**src/rtl/coin_acceptor_pkg.sv**
```systemverilog
// Shared coin codes and debounce state encoding for the coin acceptor and the vending FSM.
package coin_acceptor_pkg;

    typedef logic [1:0] coin_t;

    localparam coin_t COIN_NONE = 2'b00;
    localparam coin_t COIN_05   = 2'b01;
    localparam coin_t COIN_10   = 2'b10;

    localparam int DEB_CNT_W = 8;
    localparam int JAM_CNT_W = 16;

    typedef enum logic [1:0] {
        IDLE    = 2'd0,
        CONFIRM = 2'd1,
        HELD    = 2'd2,
        RELEASE = 2'd3
    } deb_state_t;

    function automatic coin_t chan_code(input logic is_10);
        return is_10 ? COIN_10 : COIN_05;
    endfunction

endpackage

```
**src/rtl/coin_acceptor_if.sv**
```systemverilog
// Coin hand-off between the acceptor (master) and the vending FSM (slave).
interface coin_acceptor_if;
    import coin_acceptor_pkg::*;

    logic  coin_ready;
    coin_t coin;
    logic  reject;
    logic  jam;

    modport master (input coin_ready, output coin, output reject, output jam);
    modport slave  (output coin_ready, input coin, input reject, input jam);
endinterface

```
**src/rtl/coin_acceptor_debounce.sv**
```systemverilog
// Per-channel two-flop synchronizer and debounce FSM; emits one event per coin.
module coin_debounce
    import coin_acceptor_pkg::*;
#(
    parameter int DEB_CYCLES = 4
) (
    input  logic clk,
    input  logic rst,
    input  logic raw_i,
    output logic s_o,
    output logic event_o
);

    localparam logic [DEB_CNT_W-1:0] DEB_LAST = DEB_CNT_W'(DEB_CYCLES);

    logic                 sync1_q;
    logic                 s_q;
    logic                 event_q;
    deb_state_t           state_q;
    logic [DEB_CNT_W-1:0] cnt_q;

    always_ff @(posedge clk) begin
        if (rst) begin
            sync1_q <= 1'b0;
            s_q     <= 1'b0;
            event_q <= 1'b0;
            state_q <= IDLE;
            cnt_q   <= '0;
        end else begin
            sync1_q <= raw_i;
            s_q     <= sync1_q;
            event_q <= 1'b0;
            case (state_q)
                IDLE: begin
                    if (s_q) begin
                        state_q <= CONFIRM;
                        cnt_q   <= DEB_CNT_W'(1);
                    end
                end
                CONFIRM: begin
                    if (!s_q) begin
                        state_q <= IDLE;
                        cnt_q   <= '0;
                    end else if (cnt_q + DEB_CNT_W'(1) == DEB_LAST) begin
                        state_q <= HELD;
                        event_q <= 1'b1;
                        cnt_q   <= '0;
                    end else begin
                        cnt_q <= cnt_q + DEB_CNT_W'(1);
                    end
                end
                HELD: begin
                    if (!s_q) begin
                        state_q <= RELEASE;
                        cnt_q   <= DEB_CNT_W'(1);
                    end
                end
                RELEASE: begin
                    // A bounce back high resumes HELD, so the same coin never re-fires.
                    if (s_q) begin
                        state_q <= HELD;
                        cnt_q   <= '0;
                    end else if (cnt_q + DEB_CNT_W'(1) == DEB_LAST) begin
                        state_q <= IDLE;
                        cnt_q   <= '0;
                    end else begin
                        cnt_q <= cnt_q + DEB_CNT_W'(1);
                    end
                end
                default: begin
                    state_q <= IDLE;
                    cnt_q   <= '0;
                end
            endcase
        end
    end

    assign s_o     = s_q;
    assign event_o = event_q;

endmodule

```
**src/rtl/coin_acceptor.sv**
```systemverilog
// Coin acceptor: two debounced sensors feeding a 2-entry FIFO towards the vending FSM.
// Optional jam detection is enabled with macro COIN_ACCEPTOR_JAM_DETECT_EN.
module coin_acceptor
    import coin_acceptor_pkg::*;
#(
    parameter int DEB_CYCLES = 4,
    parameter int JAM_CYCLES = 1000
) (
    input  logic           clk,
    input  logic           rst,
    input  logic           coin05_raw,
    input  logic           coin10_raw,
    coin_acceptor_if.master vend
);

    logic [1:0] raw_vec;
    logic [1:0] s_vec;
    logic [1:0] ev_vec;
    logic [1:0] ev_ok;
    logic       jam_w;

    // Channel 0 is the 0.5 sensor, channel 1 the 1.0 sensor.
    assign raw_vec = {coin10_raw, coin05_raw};

    generate
        for (genvar gi = 0; gi < 2; gi++) begin : g_chan
            coin_debounce #(
                .DEB_CYCLES(DEB_CYCLES)
            ) u_deb (
                .clk    (clk),
                .rst    (rst),
                .raw_i  (raw_vec[gi]),
                .s_o    (s_vec[gi]),
                .event_o(ev_vec[gi])
            );
        end
    endgenerate

`ifdef COIN_ACCEPTOR_JAM_DETECT_EN
    localparam logic [JAM_CNT_W-1:0] JAM_LAST = JAM_CNT_W'(JAM_CYCLES);
    localparam logic [DEB_CNT_W-1:0] DEB_LAST = DEB_CNT_W'(DEB_CYCLES);

    logic [1:0]           jam_hit;
    logic [DEB_CNT_W-1:0] low_cnt_q;
    logic                 jam_q;
    logic                 jam_d;

    generate
        for (genvar gi = 0; gi < 2; gi++) begin : g_jam
            logic [JAM_CNT_W-1:0] high_cnt_q;

            always_ff @(posedge clk) begin
                if (rst || !s_vec[gi]) begin
                    high_cnt_q <= '0;
                end else if (high_cnt_q != JAM_LAST) begin
                    high_cnt_q <= high_cnt_q + JAM_CNT_W'(1);
                end
            end

            assign jam_hit[gi] = s_vec[gi] && (high_cnt_q >= JAM_LAST - JAM_CNT_W'(1));
        end
    endgenerate

    always_comb begin
        jam_d = jam_q;
        if (|jam_hit) begin
            jam_d = 1'b1;
        end else if (jam_q && !(|s_vec) && (low_cnt_q >= DEB_LAST - DEB_CNT_W'(1))) begin
            jam_d = 1'b0;
        end
    end

    always_ff @(posedge clk) begin
        if (rst) begin
            low_cnt_q <= '0;
            jam_q     <= 1'b0;
        end else begin
            jam_q <= jam_d;
            if (|s_vec) begin
                low_cnt_q <= '0;
            end else if (low_cnt_q != DEB_LAST) begin
                low_cnt_q <= low_cnt_q + DEB_CNT_W'(1);
            end
        end
    end

    assign jam_w = jam_q;
`else
    logic s_unused;
    assign s_unused = &s_vec;
    assign jam_w    = 1'b0;
`endif

    assign ev_ok = ev_vec & {2{~jam_w}};

    coin_t      fifo_q [2];
    logic       wr_ptr_q, wr_ptr_d;
    logic       rd_ptr_q, rd_ptr_d;
    logic [1:0] count_q, count_d;
    coin_t      coin_q, coin_d;
    logic       reject_q, reject_d;
    coin_t      push_code;
    logic       pop, full, push, both, one;

    always_comb begin
        pop       = vend.coin_ready && (count_q != 2'd0);
        full      = (count_q == 2'd2);
        both      = &ev_ok;
        one       = ^ev_ok;
        // A full FIFO still accepts a push when the head leaves in the same cycle.
        push      = one && (!full || pop);
        reject_d  = both || (one && full && !pop);
        push_code = chan_code(ev_ok[1]);
        coin_d    = pop ? fifo_q[rd_ptr_q] : COIN_NONE;
        wr_ptr_d  = wr_ptr_q ^ push;
        rd_ptr_d  = rd_ptr_q ^ pop;
        count_d   = count_q + {1'b0, push} - {1'b0, pop};
    end

    always_ff @(posedge clk) begin
        if (rst) begin
            coin_q   <= COIN_NONE;
            reject_q <= 1'b0;
            wr_ptr_q <= 1'b0;
            rd_ptr_q <= 1'b0;
            count_q  <= 2'd0;
        end else begin
            coin_q   <= coin_d;
            reject_q <= reject_d;
            wr_ptr_q <= wr_ptr_d;
            rd_ptr_q <= rd_ptr_d;
            count_q  <= count_d;
        end
    end

    always_ff @(posedge clk) begin
        if (push) begin
            fifo_q[wr_ptr_q] <= push_code;
        end
    end

    assign vend.coin   = coin_q;
    assign vend.reject = reject_q;
    assign vend.jam    = jam_w;

endmodule
```
**src/flat_wrapper.sv**
```systemverilog
// flat-port wrapper written by rule: the top's interface ports become plain ports
module coin_acceptor_flat import coin_acceptor_pkg::*;
#(
    parameter int DEB_CYCLES = 4,
    parameter int JAM_CYCLES = 1000
)
  (clk, rst, coin05_raw, coin10_raw, vend_coin_ready, vend_coin, vend_reject, vend_jam);
  coin_acceptor_if vend_i ();
  input  logic clk;
  input  logic rst;
  input  logic coin05_raw;
  input  logic coin10_raw;
  input wire logic [$bits(vend_i.coin_ready)-1:0] vend_coin_ready;
  output wire logic [$bits(vend_i.coin)-1:0] vend_coin;
  output wire logic [$bits(vend_i.reject)-1:0] vend_reject;
  output wire logic [$bits(vend_i.jam)-1:0] vend_jam;
  assign vend_i.coin_ready = vend_coin_ready;
  assign vend_coin = vend_i.coin;
  assign vend_reject = vend_i.reject;
  assign vend_jam = vend_i.jam;
  coin_acceptor #(.DEB_CYCLES(DEB_CYCLES), .JAM_CYCLES(JAM_CYCLES)) u_core (.clk(clk), .rst(rst), .coin05_raw(coin05_raw), .coin10_raw(coin10_raw), .vend(vend_i));
endmodule
```
**config.mk**
```make
export PLATFORM = sky130hd
export DESIGN_NAME = coin_acceptor_flat
export DESIGN_NICKNAME = d
export VERILOG_FILES = /design/src/rtl/coin_acceptor_pkg.sv /design/src/rtl/coin_acceptor_if.sv /design/src/rtl/coin_acceptor_debounce.sv /design/src/rtl/coin_acceptor.sv /design/src/flat_wrapper.sv
export SDC_FILE = /design/constraint.sdc
export NUM_CORES = 1
export LEC_CHECK = 0
export CAP_MARGIN = 30
export CORE_ASPECT_RATIO = 1.4
export CORE_MARGIN = 4
export CORE_UTILIZATION = 58
export DETAILED_ROUTE_END_ITERATION = 10
export PLACE_DENSITY_LB_ADDON = 0.05
export SLEW_MARGIN = 20
export SYNTH_ARGS = -nofsm -noshare
export SYNTH_HDL_FRONTEND = slang
export SYNTH_HIERARCHICAL = 1
export SYNTH_SLANG_ARGS = --single-unit
```
**constraint.sdc**
```tcl
create_clock -name clk -period 2.4 [get_ports clk]
set_input_delay 0.48 -clock clk [delete_from_list [all_inputs] [get_ports clk]]
set_output_delay 0.48 -clock clk [all_outputs]
set_load 0.03 [all_outputs]
```
==> impl_metrics.tcl, run 1 <==
set metrics [dict create \
    drive_gt1_share_pct 14.1 \
    start_kind "flop" \
    path_depth 4 \
    route.detailed.drc 0 \
    crit_top_cell "or4b_4" \
    intPower_mw 0.982 \
    synth_mux_area_share_pct 3.09 \
    min_period_over_period_pct 78.8 \
    route.vias.total 1372 \
    core_um2 2910 \
    setup_viol 0 \
    gp_routability_congestion 0.796 \
    fin_area_um2 2000 \
    slew_headroom_pct 55.4 \
    totalPowerFinal_mw 1.27 \
    die_x_um 54.8 \
    final_common_cell "dfxtp_1" \
    drt_wl_total_mm 3.42 \
    top_layer_used "met4" \
    yosys_warnings 6 \
    avgSynthCellArea_um2 10.1 \
    crit_buf_inv 0 \
    tns_ps 0 \
    cts_tree "built" \
    pre_cts_ws_ps 400 \
    ys.flop_type "dfxtp_1" \
    postCtsHoldBufs 0 \
    grt_start_max_net_pins 17 \
    detailed_place_hpwl_mm 2.49 \
    synth-edff-count 4 \
    rows 23 \
    dp_cells 220 \
    placed_area_um2 1900 \
    vias_per_cell 6.02 \
    required_ps 2560 \
    grt_pass1_wl_mm 5.88 \
    path_delay_family "simple AND/OR/NAND/NOR gates" \
    numCtsBuffers 5 \
    cpPeakStageDelay_ps 500 \
    synth_top_family_by_area "simple AND/OR/NAND/NOR gates" \
    setup_ws_ps 509 \
    start_util_pct 61.2 \
    max-clock-path-buffers 2 \
    path_max_fanout 6 \
    grt_pass1_vias 1348 \
    cts_root_buffer "clkbuf_8" \
    timing.rr.end "u_core/g_chan[0].u_deb/state_q[0]" \
    fmax_mhz 529 \
    overflow 0 \
    grt_usage_pct 20.3 \
    worstSetupPathType "flop to flop" \
    ys_ff_latch 37 \
    ys_seq_area_share_pct 43.9 \
    reg2reg_depth 4 \
    layout_common_cells "dfxtp_1 (33), nand3_1 (16), nor2_1 (10)" \
    synth-simple-area-share_pct 26.4 \
    clockPowerShare_pct 36.4 \
    worst_slew_pin_slew_ps 665 \
    ios 9 \
    utilization_pct 68.9 \
    synthCells 177 \
    htreeDepth 2 \
    wl_met2_mm 1.91 \
    final.min_clock_period_ps 1890 \
    finalHoldViolCount 0 \
    post-cts-setup-buffer-count 0 \
    max-vdd-ir-drop_mv 0.439 \
    syn_to_final_growth_pct 12.6 \
    seqPwrFrac_pct 52.7 \
    final_nets 202 \
    final_cells 228 \
    synth_cell_types 59 \
    antenna_found_initial 0 \
    cap_violations 0 \
    wire_per_inst_um 15.0 \
    synth_area_leaders "dfxtp_1 (37%), edfxtp_1 (6.8%), ha_1 (4.9%), nand3_1 (4.5%), nor2b_1 (2.5%)" \
    cts_resized 0 \
    slowest_stage "or4b_4" \
    die_h_um 73.5 \
    syn_nets 189 \
    drt_iter0_drc 51 \
    synth_top_cell_by_area "dfxtp_1" \
    synth_xor_area_share_pct 4.71 \
    skew_ps 6.56 \
    first_pass_iters 4 \
    ant_nets 0 \
    cts.sinks 37 \
    swShare_pct 22.8 \
    syn_area_um2 1780 \
    r2r-start "u_core/g_chan[0].u_deb/cnt_q[0]" \
    diodes 0 \
    drv_slew 0 \
    rsz0062_at_grt "no" \
    regToRegSetupSlack_ps 510 \
    arrival_ps 2050 \
    hold_class "flop to flop" \
    clk-insertion-delay-late_ps 280 \
    status "completed" \
    combPwrFrac_pct 10.9 \
    critical_path.endpoint_type "flop" \
    cp-endpoint "u_core/g_chan[0].u_deb/state_q[0]" \
    crit_chain "ha_1 -> or4b_4 -> or4b_4 -> nor3b_2" \
    wl_met1_mm 1.38 \
    synth-async-reset-ratio_pct 0 \
    power_leakage_nw 0.723 \
    synth_top_area_share_pct 37.1 \
    crit_start "u_core/g_chan[0].u_deb/cnt_q[0]" \
    p_sw_mw 0.290 \
    synthAdderAreaFrac_pct 4.92 \
    p_per_area_nw_per_um2 635 \
    wl_met3_um 103 \
    whs_ps 440 \
    synth_compound_area_share_pct 12.9 \
    die_area_um2 4030 \
    clk_pin_slew_ps 70 \
    portBuffers 7 \
]
-- power groups by stage --
stage | clock (mW) | combinational (mW) | sequential (mW)
5_1_grt | 0.511 | 0.152 | 0.676
2_1_floorplan | 0 | 0.102 | 0.685
3_5_place_dp | 0 | 0.139 | 0.685
6_report | 0.463 | 0.138 | 0.671
4_1_cts | 0.483 | 0.140 | 0.671
3_3_place_gp | 0 | 0.132 | 0.682
-- per-layer routing --
metal | track usage (%) | up-vias
met5 | 0 | -
met4 | 9.97 | 0
met3 | 5.48 | 2
met2 | 35.9 | 26
met1 | 21.0 | 668
li1 | - | 676
-- synth_stat cells (all sizes together) (4+ instances only) --
master	instances
o21ai	4
mux2i	4
nand3	16
nor3	6
inv	8
clkbuf	4
dfxtp	33
nor2b	7
nand2	6
ha	7
edfxtp	4
xor2	4
nor2	11
-- worst reg2reg max path: stages (launching register included) --
cell and delay (ps):
dfxtp_1 410, ha_1 190, or4b_4 500, or4b_4 500, nor3b_2 170
-- state kept, by name, summed over array words and instances, names as in the netlist, named ones only --
signal	count
u_core/vend.coin	2
u_core/g_chan.u_deb/state_q	2
u_core/g_chan.u_deb/event_o	2
u_core/g_chan.u_deb/s_o	2
u_core/vend.reject	1
u_core/g_chan.u_deb/cnt_q	16
u_core/wr_ptr_q	1
u_core/fifo_q	4
u_core/g_chan.u_deb/sync1_q	2
u_core/rd_ptr_q	1
u_core/count_q	2
-- worst min-delay path by stage --
stage,slack [ps],end,start,depth (start not counted)
6_report,440,u_core/g_chan[1].u_deb/s_o,u_core/g_chan[1].u_deb/sync1_q,1
3_5_place_dp,430,u_core/g_chan[0].u_deb/s_o,u_core/g_chan[0].u_deb/sync1_q,1
5_1_grt,470,u_core/g_chan[1].u_deb/s_o,u_core/g_chan[1].u_deb/sync1_q,1
4_1_cts,450,u_core/g_chan[1].u_deb/s_o,u_core/g_chan[1].u_deb/sync1_q,1
2_1_floorplan,410,u_core/g_chan[0].u_deb/s_o,u_core/g_chan[0].u_deb/sync1_q,1
3_3_place_gp,420,u_core/g_chan[1].u_deb/s_o,u_core/g_chan[1].u_deb/sync1_q,1
-- cell type report --
type	instances	area [um2]
multi-input combinational	125	930
fill	238	903
inverter	8	30.0
timing repair buffer	13	115
sequential	37	781
tap	37	46.3
clock inverter	1	5.00
clock buffer	7	96.3
-- cells by family after synthesis --
family | after synthesis
AO/OA/AOI/OAI | 31
XOR/XNOR | 8
adder cells (fa/ha/maj) | 7
buffers and inverters | 15
flip-flops | 37
multiplexers | 5
other | 1
AND/OR/NAND/NOR | 73
Note: power is estimated with default switching activity, not from simulation.
==> run 2: changes to the inputs <==
- clock period: 2.4 -> 1.9 ns (I/O delays scaled with it)
==> run 2 against run 1 <==
Against the previous run: final area up 0.37%; utilization rose by 0.26 points; largest power group unchanged; first-iteration DRC count fell by 35%; clock skew decreased by 3.4 ps; critical path depth did not move; die area stayed put; non-clock buffer count grew 3.
==> impl_metrics.tcl, run 2 (synthesized netlist as in run 1, its figures left out) <==
set metrics [dict create \
    setup_ws_ps 72.5 \
    wire_per_inst_um 14.7 \
    path_depth 4 \
    cts_resized 0 \
    max-vdd-ir-drop_mv 0.583 \
    max-clock-path-buffers 2 \
    final_nets 205 \
    clk_pin_slew_ps 70 \
    crit_top_cell "or4b_4" \
    min_period_over_period_pct 96.2 \
    layout_common_cells "dfxtp_1 (33), nand3_1 (16), nor2_1 (10)" \
    worstSetupPathType "flop to flop" \
    top_register "u_core/g_chan.u_deb/cnt_q" \
    path_max_fanout 5 \
    die_area_um2 4030 \
    portBuffers 7 \
    timing.rr.end "u_core/g_chan[0].u_deb/state_q[0]" \
    cpPeakStageDelay_ps 510 \
    rows 23 \
    start_util_pct 61.2 \
    final_common_cell "dfxtp_1" \
    route.detailed.drc 0 \
    die_x_um 54.8 \
    power_leakage_nw 0.729 \
    cts_root_buffer "clkbuf_8" \
    overflow 0 \
    path_delay_family "simple AND/OR/NAND/NOR gates" \
    reg2reg_depth 4 \
    r2r-start "u_core/g_chan[0].u_deb/cnt_q[0]" \
    fmax_mhz 547 \
    skew_ps 3.20 \
    rsz0062_at_grt "no" \
    postCtsHoldBufs 0 \
    start_kind "flop" \
    core_um2 2910 \
    tns_ps 0 \
    cap_violations 0 \
    critical_path.endpoint_type "flop" \
    crit_buf_inv 0 \
    vias_per_cell 5.94 \
    cp-endpoint "u_core/g_chan[0].u_deb/state_q[0]" \
    ios 9 \
    setup_viol 0 \
    grt_pass1_wl_mm 5.61 \
    status "completed" \
    crit_chain "ha_1 -> or4b_4 -> or4b_4 -> nor3b_2" \
    arrival_ps 1980 \
    first_pass_iters 6 \
    drt_iter0_drc 33 \
    crit_start "u_core/g_chan[0].u_deb/cnt_q[0]" \
    diodes 0 \
    regToRegSetupSlack_ps 70 \
    route.vias.total 1367 \
    ant_nets 0 \
    grt_usage_pct 19.4 \
    gp_routability_congestion 0.808 \
    p_per_area_nw_per_um2 777 \
    detailed_place_hpwl_mm 2.51 \
    drt_wl_total_mm 3.38 \
    top_regs "u_core/g_chan.u_deb/cnt_q x16, u_core/fifo_q x4" \
    slew_headroom_pct 56.7 \
    die_h_um 73.5 \
    antenna_found_initial 0 \
    post-cts-setup-buffer-count 0 \
    cts.sinks 37 \
    cts_tree "built" \
    clk-insertion-delay-late_ps 280 \
    slowest_stage "or4b_4" \
    final.min_clock_period_ps 1830 \
    required_ps 2050 \
    htreeDepth 2 \
    grt_start_max_net_pins 18 \
    drive_gt1_share_pct 14.5 \
    finalHoldViolCount 0 \
    grt_pass1_vias 1314 \
    largest_reg_flops 16 \
    numCtsBuffers 5 \
    pre_cts_ws_ps 2.25 \
    hold_class "flop to flop" \
    worst_slew_pin_slew_ps 645 \
    syn_to_final_growth_pct 13.0 \
    drv_slew 0 \
]
run 2: cell types whose count changed in the layout (fill, tap and decap cells not counted):
| cell | delta |
|---|---|
| clkbuf_1 | +1 |
| clkbuf_8 | -1 |
| clkinv_2 | -1 |
| buf_4 | +3 |
run 2: worst register-to-register path: stages (launching register included):
cell and delay [ps]:
dfxtp_1 350, ha_1 190, or4b_4 500, or4b_4 510, nor3b_2 160
run 2: final cells by class:
| type | instances | area, um2 |
|---|---|---|
| clock buffer | 7 | 86.3 |
| fill | 232 | 896 |
| inverter | 8 | 30.0 |
| multi-input combinational | 125 | 930 |
| sequential | 37 | 781 |
| tap | 37 | 46.3 |
| timing repair buffer | 16 | 138 |
run 2: worst min-delay path by stage:
stage	to	slack, ps	start	cells past startpoint
global placement	u_core/g_chan[1].u_deb/s_o	420	u_core/g_chan[1].u_deb/sync1_q	1
global route	u_core/g_chan[1].u_deb/s_o	470	u_core/g_chan[1].u_deb/sync1_q	1
floorplan	u_core/g_chan[0].u_deb/s_o	410	u_core/g_chan[0].u_deb/sync1_q	1
detailed placement	u_core/g_chan[1].u_deb/s_o	430	u_core/g_chan[1].u_deb/sync1_q	1
CTS	u_core/g_chan[1].u_deb/s_o	450	u_core/g_chan[1].u_deb/sync1_q	1
finish	u_core/g_chan[1].u_deb/s_o	440	u_core/g_chan[1].u_deb/sync1_q	1
run 2: metal layers:
layer / vias up / share of wire (%) / GRT usage [%]
li1: 675 / - / -
met3: 10 / 3.6 / 6.29
met2: 31 / 55 / 34.3
met5: - / 0 / 0
met1: 651 / 39 / 19.1
met4: 0 / 2.6 / 9.97
run 2: where the power goes:
part	internal, mW	switching [mW]
Combinational	0.0968	0.0786
Clock	0.287	0.251
Sequential	0.818	0.0300
run 2: stage by stage:
| step | power [mW] | cells | util, % | instance area [um2] | hold WS [ps] |
|---|---|---|---|---|---|
| floorplan | 0.994 | 177 | - | 1780 | 414 |
| global placement | 1.03 | 223 | 66.2 | 1920 | 420 |
| detailed placement | 1.04 | 223 | 66.2 | 1920 | 428 |
| CTS | 1.58 | 230 | 69.2 | 2010 | 451 |
| global route | 1.63 | 230 | 69.2 | 2010 | 474 |
| finish | 1.56 | 230 | 69.2 | 2010 | 444 |
==> run 3: changes to the inputs <==
- CAP_MARGIN: 30 -> 20
- HOLD_SLACK_MARGIN: default -> 0.15
==> results of run 3 <==
Same layout as run 2: the final DEF is identical, and so are final timing and power.
